## config.mk

```make
export PLATFORM = sky130hd
export DESIGN_NAME = dcache_mem_bridge
export DESIGN_NICKNAME = d
export VERILOG_FILES = /design/src/rtl/dcache_mem_bridge_pkg.sv /design/src/rtl/dcache_mem_bridge_line_byte_buffer.sv /design/src/rtl/dcache_mem_bridge.sv
export SDC_FILE = /design/constraint.sdc
export NUM_CORES = 1
export LEC_CHECK = 0
export BUFFER_PORTS_ARGS = -buffer_cell sky130_fd_sc_hd__buf_2
export CAP_MARGIN = 10
export CORE_MARGIN = 8
export CORE_UTILIZATION = 30
export DETAILED_ROUTE_END_ITERATION = 8
export GPL_TIMING_DRIVEN = 0
export PLACE_DENSITY = 0.54
export SLEW_MARGIN = 15
export SYNTH_ARGS = -nofsm -noshare
export SYNTH_HDL_FRONTEND = slang
export SYNTH_HIERARCHICAL = 1
export SYNTH_SLANG_ARGS = --single-unit
```

## constraint.sdc

```tcl
create_clock -name clkIn -period 3.15 [get_ports clkIn]
set_input_delay 0.4725 -clock clkIn [delete_from_list [all_inputs] [get_ports clkIn]]
set_output_delay 0.4725 -clock clkIn [all_outputs]
set_load 0.01 [all_outputs]
```

## src/rtl/dcache_mem_bridge_pkg.sv

```systemverilog
// Shared definitions for the data-cache to byte-wide RAM bridge: state encoding,
// line geometry defaults and access-type encodings.
package dcache_mem_bridge_pkg;

  localparam int DEF_BLOCK_WIDTH = 4;
  localparam int DEF_BLOCK_SIZE  = 2 ** DEF_BLOCK_WIDTH;

  typedef enum logic [1:0] {
    IDLE  = 2'd0,
    READ  = 2'd1,
    WRITE = 2'd2,
    DONE  = 2'd3
  } bridgeState_e;

  typedef enum logic {
    ACCESS_CACHED = 1'b0,
    ACCESS_IO     = 1'b1
  } accessType_e;

  localparam logic RW_READ  = 1'b1;
  localparam logic RW_WRITE = 1'b0;

  // Mutable IO space is decoded upstream; it never reaches this bridge.
  localparam logic [1:0] IO_REGION = 2'b11;

  function automatic logic isIoAddr(input logic [31:0] addr);
    return (addr[17:16] == IO_REGION);
  endfunction

endpackage

```

## src/rtl/dcache_mem_bridge_line_byte_buffer.sv

```systemverilog
// One cache line of storage: full-width load, byte-indexed write and read,
// and the whole line visible at all times.
module line_byte_buffer
  import dcache_mem_bridge_pkg::*;
#(
  parameter int BLOCK_WIDTH = DEF_BLOCK_WIDTH,
  parameter int BLOCK_SIZE  = 2 ** BLOCK_WIDTH
) (
  input  logic                    clkIn,
  input  logic                    resetIn,
  input  logic                    loadEn,
  input  logic [BLOCK_SIZE*8-1:0] loadData,
  input  logic                    wrEn,
  input  logic [BLOCK_WIDTH-1:0]  wrIdx,
  input  logic [7:0]              wrByte,
  input  logic [BLOCK_WIDTH-1:0]  rdIdx,
  output logic [7:0]              rdByte,
  output logic [BLOCK_SIZE*8-1:0] lineOut
);

  logic [BLOCK_SIZE*8-1:0] line_r;

  // Whole-line load wins over a single-byte update.
  always_ff @(posedge clkIn) begin
    if (resetIn) begin
      line_r <= {(BLOCK_SIZE*8){1'b0}};
    end else if (loadEn) begin
      line_r <= loadData;
    end else if (wrEn) begin
      line_r[{wrIdx, 3'b000} +: 8] <= wrByte;
    end
  end

  assign rdByte  = line_r[{rdIdx, 3'b000} +: 8];
  assign lineOut = line_r;

endmodule

```

## src/rtl/dcache_mem_bridge.sv

```systemverilog
// Serves data-cache line refills and write-backs over the 8-bit RAM port,
// one transaction at a time.
module dcache_mem_bridge
  import dcache_mem_bridge_pkg::*;
#(
  parameter int BLOCK_WIDTH = DEF_BLOCK_WIDTH,
  parameter int BLOCK_SIZE  = 2 ** BLOCK_WIDTH
) (
  input  logic                    clkIn,
  input  logic                    resetIn,
  input  logic                    missIn,
  input  logic [31:BLOCK_WIDTH]   missAddrIn,
  input  logic                    readWriteIn,
  input  logic [BLOCK_SIZE*8-1:0] writeBackIn,
  output logic                    memDataValid,
  output logic [31:BLOCK_WIDTH]   memAddr,
  output logic [BLOCK_SIZE*8-1:0] memDataOut,
  output logic                    acceptWrite,
  input  logic [7:0]              ramDataIn,
  output logic [7:0]              ramDataOut,
  output logic [31:0]             ramAddrOut,
  output logic                    ramWrite,
  input  logic                    ioBufferFull
);

  localparam int LINE_BITS = BLOCK_SIZE * 8;
  localparam logic [BLOCK_WIDTH-1:0] LAST_IDX = BLOCK_WIDTH'(BLOCK_SIZE - 1);
  localparam logic [BLOCK_WIDTH-1:0] ONE_IDX  = BLOCK_WIDTH'(1);
  localparam logic [BLOCK_WIDTH-1:0] ZERO_IDX = BLOCK_WIDTH'(0);

  bridgeState_e state_r, state_s;
  logic [BLOCK_WIDTH-1:0] issueCnt_r, issueCnt_s, issueNext_s;
  logic [BLOCK_WIDTH-1:0] rxCnt_r, rxCnt_s, rxNext_s;
  logic rxPending_r, rxPending_s;
  logic wrArmed_r, wrArmed_s;
  logic memDataValid_r, memDataValid_s;
  logic acceptWrite_r, acceptWrite_s;
  logic [31:BLOCK_WIDTH] memAddr_r, memAddr_s;
  logic [LINE_BITS-1:0] memDataOut_r, memDataOut_s;
  logic [31:0] ramAddrOut_r, ramAddrOut_s;
  logic [7:0] ramDataOut_r, ramDataOut_s;
  logic bufLoad_s, bufWr_s;
  logic [BLOCK_WIDTH-1:0] bufRdIdx_s;
  logic [7:0] bufRdByte_s;
  logic [LINE_BITS-1:0] bufLine_s;

  assign issueNext_s = issueCnt_r + ONE_IDX;
  assign rxNext_s    = rxCnt_r + ONE_IDX;
  // Write-back pre-fetches the byte for the next cycle; the first byte comes from index 0.
  assign bufRdIdx_s  = wrArmed_r ? issueNext_s : issueCnt_r;

  line_byte_buffer #(
    .BLOCK_WIDTH(BLOCK_WIDTH),
    .BLOCK_SIZE (BLOCK_SIZE)
  ) uLineBuf (
    .clkIn   (clkIn),
    .resetIn (resetIn),
    .loadEn  (bufLoad_s),
    .loadData(writeBackIn),
    .wrEn    (bufWr_s),
    .wrIdx   (rxCnt_r),
    .wrByte  (ramDataIn),
    .rdIdx   (bufRdIdx_s),
    .rdByte  (bufRdByte_s),
    .lineOut (bufLine_s)
  );

  // Next-state and next-output decode.
  always_comb begin
    state_s        = state_r;
    issueCnt_s     = issueCnt_r;
    rxCnt_s        = rxCnt_r;
    rxPending_s    = rxPending_r;
    wrArmed_s      = wrArmed_r;
    memDataValid_s = 1'b0;
    acceptWrite_s  = 1'b0;
    memAddr_s      = memAddr_r;
    memDataOut_s   = memDataOut_r;
    ramAddrOut_s   = ramAddrOut_r;
    ramDataOut_s   = ramDataOut_r;
    bufLoad_s      = 1'b0;
    bufWr_s        = 1'b0;
    case (state_r)
      IDLE: begin
        ramAddrOut_s = 32'h0000_0000;
        ramDataOut_s = 8'h00;
        if (missIn) begin
          memAddr_s   = missAddrIn;
          bufLoad_s   = 1'b1;
          issueCnt_s  = ZERO_IDX;
          rxCnt_s     = ZERO_IDX;
          rxPending_s = 1'b0;
          wrArmed_s   = 1'b0;
          if (readWriteIn == RW_READ) begin
            state_s      = READ;
            ramAddrOut_s = {missAddrIn, ZERO_IDX};
          end else begin
            state_s = WRITE;
          end
        end else begin
          state_s = IDLE;
        end
      end
      READ: begin
        if (memDataValid_r) begin
          state_s      = DONE;
          ramAddrOut_s = 32'h0000_0000;
        end else begin
          rxPending_s = 1'b1;
          if (issueCnt_r != LAST_IDX) begin
            issueCnt_s   = issueNext_s;
            ramAddrOut_s = {memAddr_r, issueNext_s};
          end else begin
            issueCnt_s = issueCnt_r;
          end
          // RAM answers one cycle after the address, so capture lags issue by one.
          if (rxPending_r) begin
            bufWr_s = 1'b1;
            rxCnt_s = rxNext_s;
            if (rxCnt_r == LAST_IDX) begin
              memDataValid_s = 1'b1;
              memDataOut_s   = {ramDataIn, bufLine_s[LINE_BITS-9:0]};
              rxPending_s    = 1'b0;
            end else begin
              memDataValid_s = 1'b0;
            end
          end else begin
            bufWr_s = 1'b0;
          end
        end
      end
      WRITE: begin
        if (acceptWrite_r) begin
          state_s = DONE;
        end else if (!wrArmed_r) begin
          wrArmed_s    = 1'b1;
          ramAddrOut_s = {memAddr_r, issueCnt_r};
          ramDataOut_s = bufRdByte_s;
        end else if (!ioBufferFull) begin
          if (issueCnt_r == LAST_IDX) begin
            wrArmed_s     = 1'b0;
            acceptWrite_s = 1'b1;
            ramAddrOut_s  = 32'h0000_0000;
            ramDataOut_s  = 8'h00;
          end else begin
            issueCnt_s   = issueNext_s;
            ramAddrOut_s = {memAddr_r, issueNext_s};
            ramDataOut_s = bufRdByte_s;
          end
        end else begin
          issueCnt_s = issueCnt_r;
        end
      end
      DONE: begin
        state_s = IDLE;
      end
      default: begin
        state_s      = IDLE;
        ramAddrOut_s = 32'h0000_0000;
        ramDataOut_s = 8'h00;
      end
    endcase
  end

  // State and output registers.
  always_ff @(posedge clkIn) begin
    if (resetIn) begin
      state_r        <= IDLE;
      issueCnt_r     <= ZERO_IDX;
      rxCnt_r        <= ZERO_IDX;
      rxPending_r    <= 1'b0;
      wrArmed_r      <= 1'b0;
      memDataValid_r <= 1'b0;
      acceptWrite_r  <= 1'b0;
      memAddr_r      <= {(32-BLOCK_WIDTH){1'b0}};
      memDataOut_r   <= {LINE_BITS{1'b0}};
      ramAddrOut_r   <= 32'h0000_0000;
      ramDataOut_r   <= 8'h00;
    end else begin
      state_r        <= state_s;
      issueCnt_r     <= issueCnt_s;
      rxCnt_r        <= rxCnt_s;
      rxPending_r    <= rxPending_s;
      wrArmed_r      <= wrArmed_s;
      memDataValid_r <= memDataValid_s;
      acceptWrite_r  <= acceptWrite_s;
      memAddr_r      <= memAddr_s;
      memDataOut_r   <= memDataOut_s;
      ramAddrOut_r   <= ramAddrOut_s;
      ramDataOut_r   <= ramDataOut_s;
    end
  end

  // Back-pressure must suppress the strobe in the very cycle it is raised.
  assign ramWrite     = wrArmed_r & ~ioBufferFull;
  assign memDataValid = memDataValid_r;
  assign acceptWrite  = acceptWrite_r;
  assign memAddr      = memAddr_r;
  assign memDataOut   = memDataOut_r;
  assign ramAddrOut   = ramAddrOut_r;
  assign ramDataOut   = ramDataOut_r;

endmodule

```

-- Yosys cells after proc, flatten, opt, wreduce, memory -nomap -nowiden
Cells that the tools add are included.
- $add $sub $neg: 3
- reductions and logical operators: 16
- muxes and demuxes: 51
- shift-type cells: 3
- bitwise operators: 7
- equality and inequality tests: 18
- operators by type and width (operator ; number):
    $mux 128 ; 2
    $mux 32 ; 8
    $bwmux 128 ; 1
    $shift 8x9->128 const A ; 1
    $shiftx 128x8->8 ; 1
    $shiftx 8x9->128 ; 1
    $pmux 32 s3 ; 1
    $mux 4 ; 10
    $mux 8 ; 4
    $ne 2x2->1 const B ; 10
    $pmux 8 s2 ; 1
    $mux 1 ; 15
    $pmux 4 s3 ; 1
    $reduce_and 4->1 ; 3
    $neg 7->9 ; 1
    $reduce_and 3->1 ; 3
    $add 4x1->4 const B ; 2
    $eq 4x4->1 const B ; 2
    $mux 2 ; 4
    $pmux 2 s4 ; 1
    $pmux 4 s2 ; 1
    $reduce_and 8->1 ; 1
    $ne 3x3->1 const B ; 2
    $not 1->1 ; 6
    other kinds (11) ; 16
- bits of input ports: 169
- register bits: 338
- word-level logic and storage cells: 110

-- Longest topological paths before layout
- word-level depth: 8
- gate-level depth with buffers: 12

-- Cells and area by module
Netlist, hierarchy kept.
- by module, submodules not included (module ; instances ; area each (um^2) ; cells an instance):
    dcache_mem_bridge ; 1 ; 8096.5 ; 976
    line_byte_buffer ; 1 ; 7104.3 ; 756

-- Worst setup path after synthesis
OpenSTA, ideal clock, no wires.
- path kind: register -> register
- start: reg state_r[0]
- end: reg uLineBuf.line_r[100], in the netlist uLineBuf/lineOut[100]
- period minus slack after synthesis: 2613 ps
- slack: 537 ps
- library setup time: 142 ps
- required time: 3008 ps
- arrival: 2471 ps
- cell stages (with the launch flop): 12
- cells stage by stage: dfxtp_1 -> inv_1 -> ha_1 -> clkbuf_1 -> nand2_1 -> inv_1 -> clkbuf_1 -> buf_2 -> clkbuf_1 -> clkbuf_1 -> clkbuf_1 -> a221oi_1
- word-level cells in the longest chain between the ends: 3
- ends and longest elaborated chain (item ; line ; RTL):
    from (decl) ; dcache_mem_bridge.sv:31 ; bridgeState_e state_r, state_s;
    from (signal assigned) ; dcache_mem_bridge.sv:180 ; state_r <= state_s;
    $logic_not 2->1 * ; dcache_mem_bridge.sv:83 ; case (state_r)
    $mux 1 * ; dcache_mem_bridge.sv:83 ;
    net bufLoad_s ; dcache_mem_bridge.sv:42 ; logic bufLoad_s, bufWr_s;
    $mux 128 / $reduce_bool 2->1 (equally long branches) ; n/a ;
    to (signal assigned) ; dcache_mem_bridge_line_byte_buffer.sv:26 ; line_r <= {(BLOCK_SIZE*8){1'b0}};
    to (signal assigned) ; dcache_mem_bridge_line_byte_buffer.sv:28 ; line_r <= loadData;
    to (signal, indexed assignment) ; dcache_mem_bridge_line_byte_buffer.sv:30 ; line_r[{wrIdx, 3'b000} +: 8] <= wrByte;
    to (decl) ; dcache_mem_bridge_line_byte_buffer.sv:21 ; logic [BLOCK_SIZE*8-1:0] line_r;
Mark *: on every way through the listed nets, which the timed path passes. The rest lies on a longest branch.
A chain may end at the register's enable or synchronous reset.

-- Worst setup path after layout
- start: reg issueCnt_r[0]
- end: reg ramDataOut_r[5], in the netlist ramDataOut[5]
- word-level cells in the longest chain between the ends: 8
- ends and longest elaborated chain (item ; line ; RTL):
    from (decl) ; dcache_mem_bridge.sv:32 ; logic [BLOCK_WIDTH-1:0] issueCnt_r, issueCnt_s, issueNext_s;
    from (signal assigned) ; dcache_mem_bridge.sv:181 ; issueCnt_r <= issueCnt_s;
    $add 4x1->4 * ; dcache_mem_bridge.sv:47 ; assign issueNext_s = issueCnt_r + ONE_IDX;
    $mux 4 * ; dcache_mem_bridge.sv:50 ; assign bufRdIdx_s = wrArmed_r ? issueNext_s : issueCnt_r;
    net bufRdIdx_s[1] ; dcache_mem_bridge.sv:43 ; logic [BLOCK_WIDTH-1:0] bufRdIdx_s;
    $shiftx 128x8->8 * ; dcache_mem_bridge_line_byte_buffer.sv:34 ; assign rdByte = line_r[{rdIdx, 3'b000} +: 8];
    net bufRdByte_s[5] ; dcache_mem_bridge.sv:44 ; logic [7:0] bufRdByte_s;
    $mux 8 ; dcache_mem_bridge.sv:140 ; if (issueCnt_r == LAST_IDX) begin
    $mux 8 ; dcache_mem_bridge.sv:139 ; end else if (!ioBufferFull) begin
    $mux 8 * ; dcache_mem_bridge.sv:135 ; end else if (!wrArmed_r) begin
    $mux 8 * ; dcache_mem_bridge.sv:133 ; if (acceptWrite_r) begin
    $pmux 8 s2 * ; dcache_mem_bridge.sv:83 ;
    to (signal assigned) ; dcache_mem_bridge.sv:190 ; ramDataOut_r <= ramDataOut_s;
    to (decl) ; dcache_mem_bridge.sv:41 ; logic [7:0] ramDataOut_r, ramDataOut_s;
Mark *: on every way through the listed nets, which the timed path passes. The rest lies on a longest branch. The select of a mux whose other input is x is not followed.

==> metrics.md <==
| Metric | Value |
|---|---|
| Number of global-route vias before repair | `~15000` |
| Hold Path Class | `input port to flip-flop` |
| CTS tree | `built` |
| Synthesized cell area | `approximately 0.015 sq mm` |
| Static Leak | `a little under 0.008 uW` |
| Root Buffer | `clkbuf_16` |
| Clk_skew | `roughly 0.018 ns` |
| Crit path DAT | `3.46 ns` |
| Worst reg2reg path endpoint | `ramDataOut[5]$_SDFFE_PP0P_` |
| Synthesized netlist cell count | `around 1700` |
| PwrDens | `705 mW/mm^2` |
| Port Buffers | `366` |
| Routed Antenna Nets | `0` |
| Vias | `about 15000` |
| Status | `complete, no violations` |
| Post-synthesis sequential area ratio | `0.445` |
| Synth Area per Inst | `just under 9 sq um` |
| Setup TNS | `0 ns` |
| Share of layout cells above drive strength 1 | `0.277` |
| Yosys reg bits | `between 300 and 400` |
| Worst slew margin | `0.249` |
| Power share of the clock group | `0.354` |
| Post-Syn Nets | `approximately 1900` |
| Synth Warn # | `6` |
| Hold Startpoint | `ramDataIn[2]` |
| Minimum clock period | `just over 3 ns` |
| Total chip power | `about 14000 uW` |
| DRT Wirelength | `about 70000 microns` |
| Yosys cell types | `between 70 and 80` |
| CTS Buf Count | `approximately 40` |
| First-pass GRT wire length | `about 100000 microns` |
| Comb pwr share | `0.249` |
| Main flop type after synthesis | `dfxtp_1` |
| WHS Path Cells | `3` |
| Max Transition Viols Final | `0` |
| Hold Fails Final Rpt | `0` |
| Crit Path Class | `flip-flop to flip-flop` |
| Starting density of the core | `0.304` |
| Clk pin slew, worst setup/hold paths | `~0.060 ns` |
| Gpl congestion | `between 0.9 and 1` |
| Pre-CTS setup slack | `-0.638 ns` |
| Nets | `roughly 2300` |
| Std cell rows | `82` |
| Vias per cell | `between 5 and 6` |
| CTS max path bufs | `3` |
| Dpl hpwl | `roughly 56000 microns` |
| Worst r2r path cells | `7` |
| CTS Sinks | `roughly 340` |
| Final Cycle Share | `0.966` |
| Worst EP required | `~3.6 ns` |
| Worst Tran Pin Value | `approximately 1.1 ns` |
| Fraction of registers with async set/reset | `0` |
| Area Growth Syn to Fin | `27.2%` |
| Area post-placement | `0.0179 sq mm` |
| Die Wd | `241 microns` |
| Cell Int Power | `~9100 uW` |
| Worst Setup End Kind | `flip-flop` |
| Worst Setup Start Kind | `flip-flop` |
| Sw frac | `0.331` |
| Grt ovf | `0` |
| Htree depth | `2` |
| Fill count | `roughly 5300` |
| Hold EP | `memDataOut[122]$_SDFFE_PP0P_` |
| Psw | `approximately 4500 uW` |
| RR Startpoint | `issueCnt_r[0]$_SDFFE_PP0P_` |
| Die ar. | `slightly below 0.06 sq mm` |
| Worst hold slack | `roughly 0.16 ns` |
| Tot GR Track Use | `0.234` |
| Die Y | `241 microns` |
| Drt wl/cell | `around 25 microns` |
| Max FO, Critical Path | `10` |
| Finished Cell Area | `0.0193 sq mm` |
| Final setup fails | `0` |
| Part of the power in registers | `0.397` |
| Skew-Pair Late Insertion Delay | `between 0.5 and 0.6 ns` |
| Post-synth EDFFs | `0` |
| MaxCap Viol Count | `0` |
| Worst IR Drop VDD | `about 400 uV` |
| First-pass DRT Iterations | `6` |
| Initial antenna violation count | `5` |
| Flop2flop setup slack | `between 0.1 and 0.15 ns` |
| Placeable Area | `0.0501 sq mm` |
| Detailed router's first-iteration violation count | `1335` |
| Setup WS post-layout | `0.106 ns` |
| # IOs | `368` |
| Largest net degree at the start of global routing | `14` |
| DR DRC count | `0` |
| Fmax | `about 0.33 GHz` |
## cells in the mapped netlist (all sizes together), types with 23 or more instances
cell | instances | area [sq um]
a2111oi | 23 | 208
a211oi | 25 | 188
a21oi | 187 | 940
a221o | 29 | 290
a221oi | 67 | 712
a22oi | 27 | 203
a31oi | 33 | 206
buf | 51 | 302
clkbuf | 108 | 409
dfxtp | 338 | 6770
inv | 46 | 173
mux4 | 40 | 901
nand2 | 369 | 1390
nor2 | 108 | 405
nor3 | 33 | 265
o211ai | 25 | 188
o21ai | 31 | 159
## area by class of cell
cell class / count / area (sq um) / share of cell area
clock inverters: 10 / 119 / 0.00615
repair buffers: 367 / 1840 / 0.0951
clock buffers: 66 / 1260 / 0.0653
inverters: 46 / 176 / 0.00912
flip-flops and latches: 338 / 6770 / 0.350
well taps: 672 / 841 / 0.0435
multi-input cells: 1189 / 7590 / 0.393
diodes: 1 / 2.50 / 0.000129
plain buffers: 156 / 732 / 0.0379
## placed cells by master (no fill, tap or decap), types with 10 or more instances in the layout
cell type	instances
a2111oi_0	21
a211oi_1	25
a21oi_1	186
a221o_1	29
a221oi_1	47
a221oi_2	20
a22oi_1	27
a31oi_1	33
a32oi_1	10
and2_1	20
buf_2	402
clkbuf_1	101
clkbuf_16	43
clkbuf_2	16
clkbuf_8	10
dfxtp_1	337
inv_1	43
mux4_2	40
nand2_1	369
nand2b_1	18
nand3_1	15
nand4_1	11
nor2_1	106
nor3_1	12
nor3_2	21
o211ai_1	25
o21ai_0	21
## critical path, cell delays in order, from the launching register on
cell and delay [ns]:
dfxtp_1 0.37, ha_1 0.34, mux2_2 0.25, clkbuf_1 0.65, mux4_2 0.48, mux4_2 0.56
a22oi_1 0.18, nor2_1 0.05
## registers in the layout, indices dropped and copies added (netlist names), 2 cells and up
signal / flops
memDataOut: 128
uLineBuf/lineOut: 128
ramAddrOut: 32
memAddr: 28
ramDataOut: 8
issueCnt_r: 4
rxCnt_r: 4
state_r: 2
## power groups by stage
| stage | clock [uW] | combinational (uW) | sequential, uW |
|---|---|---|---|
| 2_1_floorplan | 0 | 2140 | 5230 |
| 3_3_place_gp | 0 | 3280 | 5480 |
| 3_5_place_dp | 0 | 3310 | 5490 |
| 4_1_cts | 4930 | 3340 | 5400 |
| 5_1_grt | 5110 | 3650 | 5460 |
| 6_report | 4820 | 3390 | 5410 |
## kinds of logic after synthesis
group	Yosys count	synth area share
AOI/OAI and AO/OA	496	0.232
xor gates and xnor gates	8	0.00461
adders and majority gates	9	0.00741
buffers and inverters	205	0.0581
DFF	338	0.445
muxes	53	0.0683
and+or+nand+nor	623	0.184
## metal layers
metal  part of all wire  GRT usage  wire length (microns)  up-vias
met5            0.00058          0                     41        -
met1               0.41      0.289                  28400     7476
met3              0.082     0.0516                   5750      132
li1                   -          -                      -     7101
met4              0.039     0.0917                   2720        6
met2               0.47      0.393                  33200      702
## worst max path at each step
stage | from | to | slack (ns) | depth (start not counted)
finish | issueCnt_r[0]$_SDFFE_PP0P_ | ramDataOut[5]$_SDFFE_PP0P_ | 0.11 | 7
global route | wrArmed_r$_SDFFE_PP0P_ | ramDataOut[1]$_SDFFE_PP0P_ | -0.001 | 8
CTS | state_r[0]$_SDFFE_PP0P_ | uLineBuf/lineOut[79]$_SDFFE_PP0P_ | -0.04 | 9
detailed placement | state_r[1]$_SDFFE_PP0P_ | uLineBuf/lineOut[101]$_SDFFE_PP0P_ | -0.64 | 11
global placement | state_r[0]$_SDFFE_PP0P_ | uLineBuf/lineOut[96]$_SDFFE_PP0P_ | -0.58 | 11
floorplan | state_r[0]$_SDFFE_PP0P_ | uLineBuf/lineOut[100]$_SDFFE_PP0P_ | 0.54 | 11
## per-stage QoR
step | cells | util
floorplan | 1732 | -
global placement | 2770 | 0.357
detailed placement | 2770 | 0.357
CTS | 2845 | 0.385
global route | 2845 | 0.386
finish | 2845 | 0.386
## repair_timing
item / 4_1_cts / 5_1_grt
pin swaps: 0 / 1
buffers inserted: 0 / 1
resized for setup: 14 / 28
setup endpoints to repair: 114 / 129
hold buffers: 0 / 0
(Power assumes the default switching activity.)
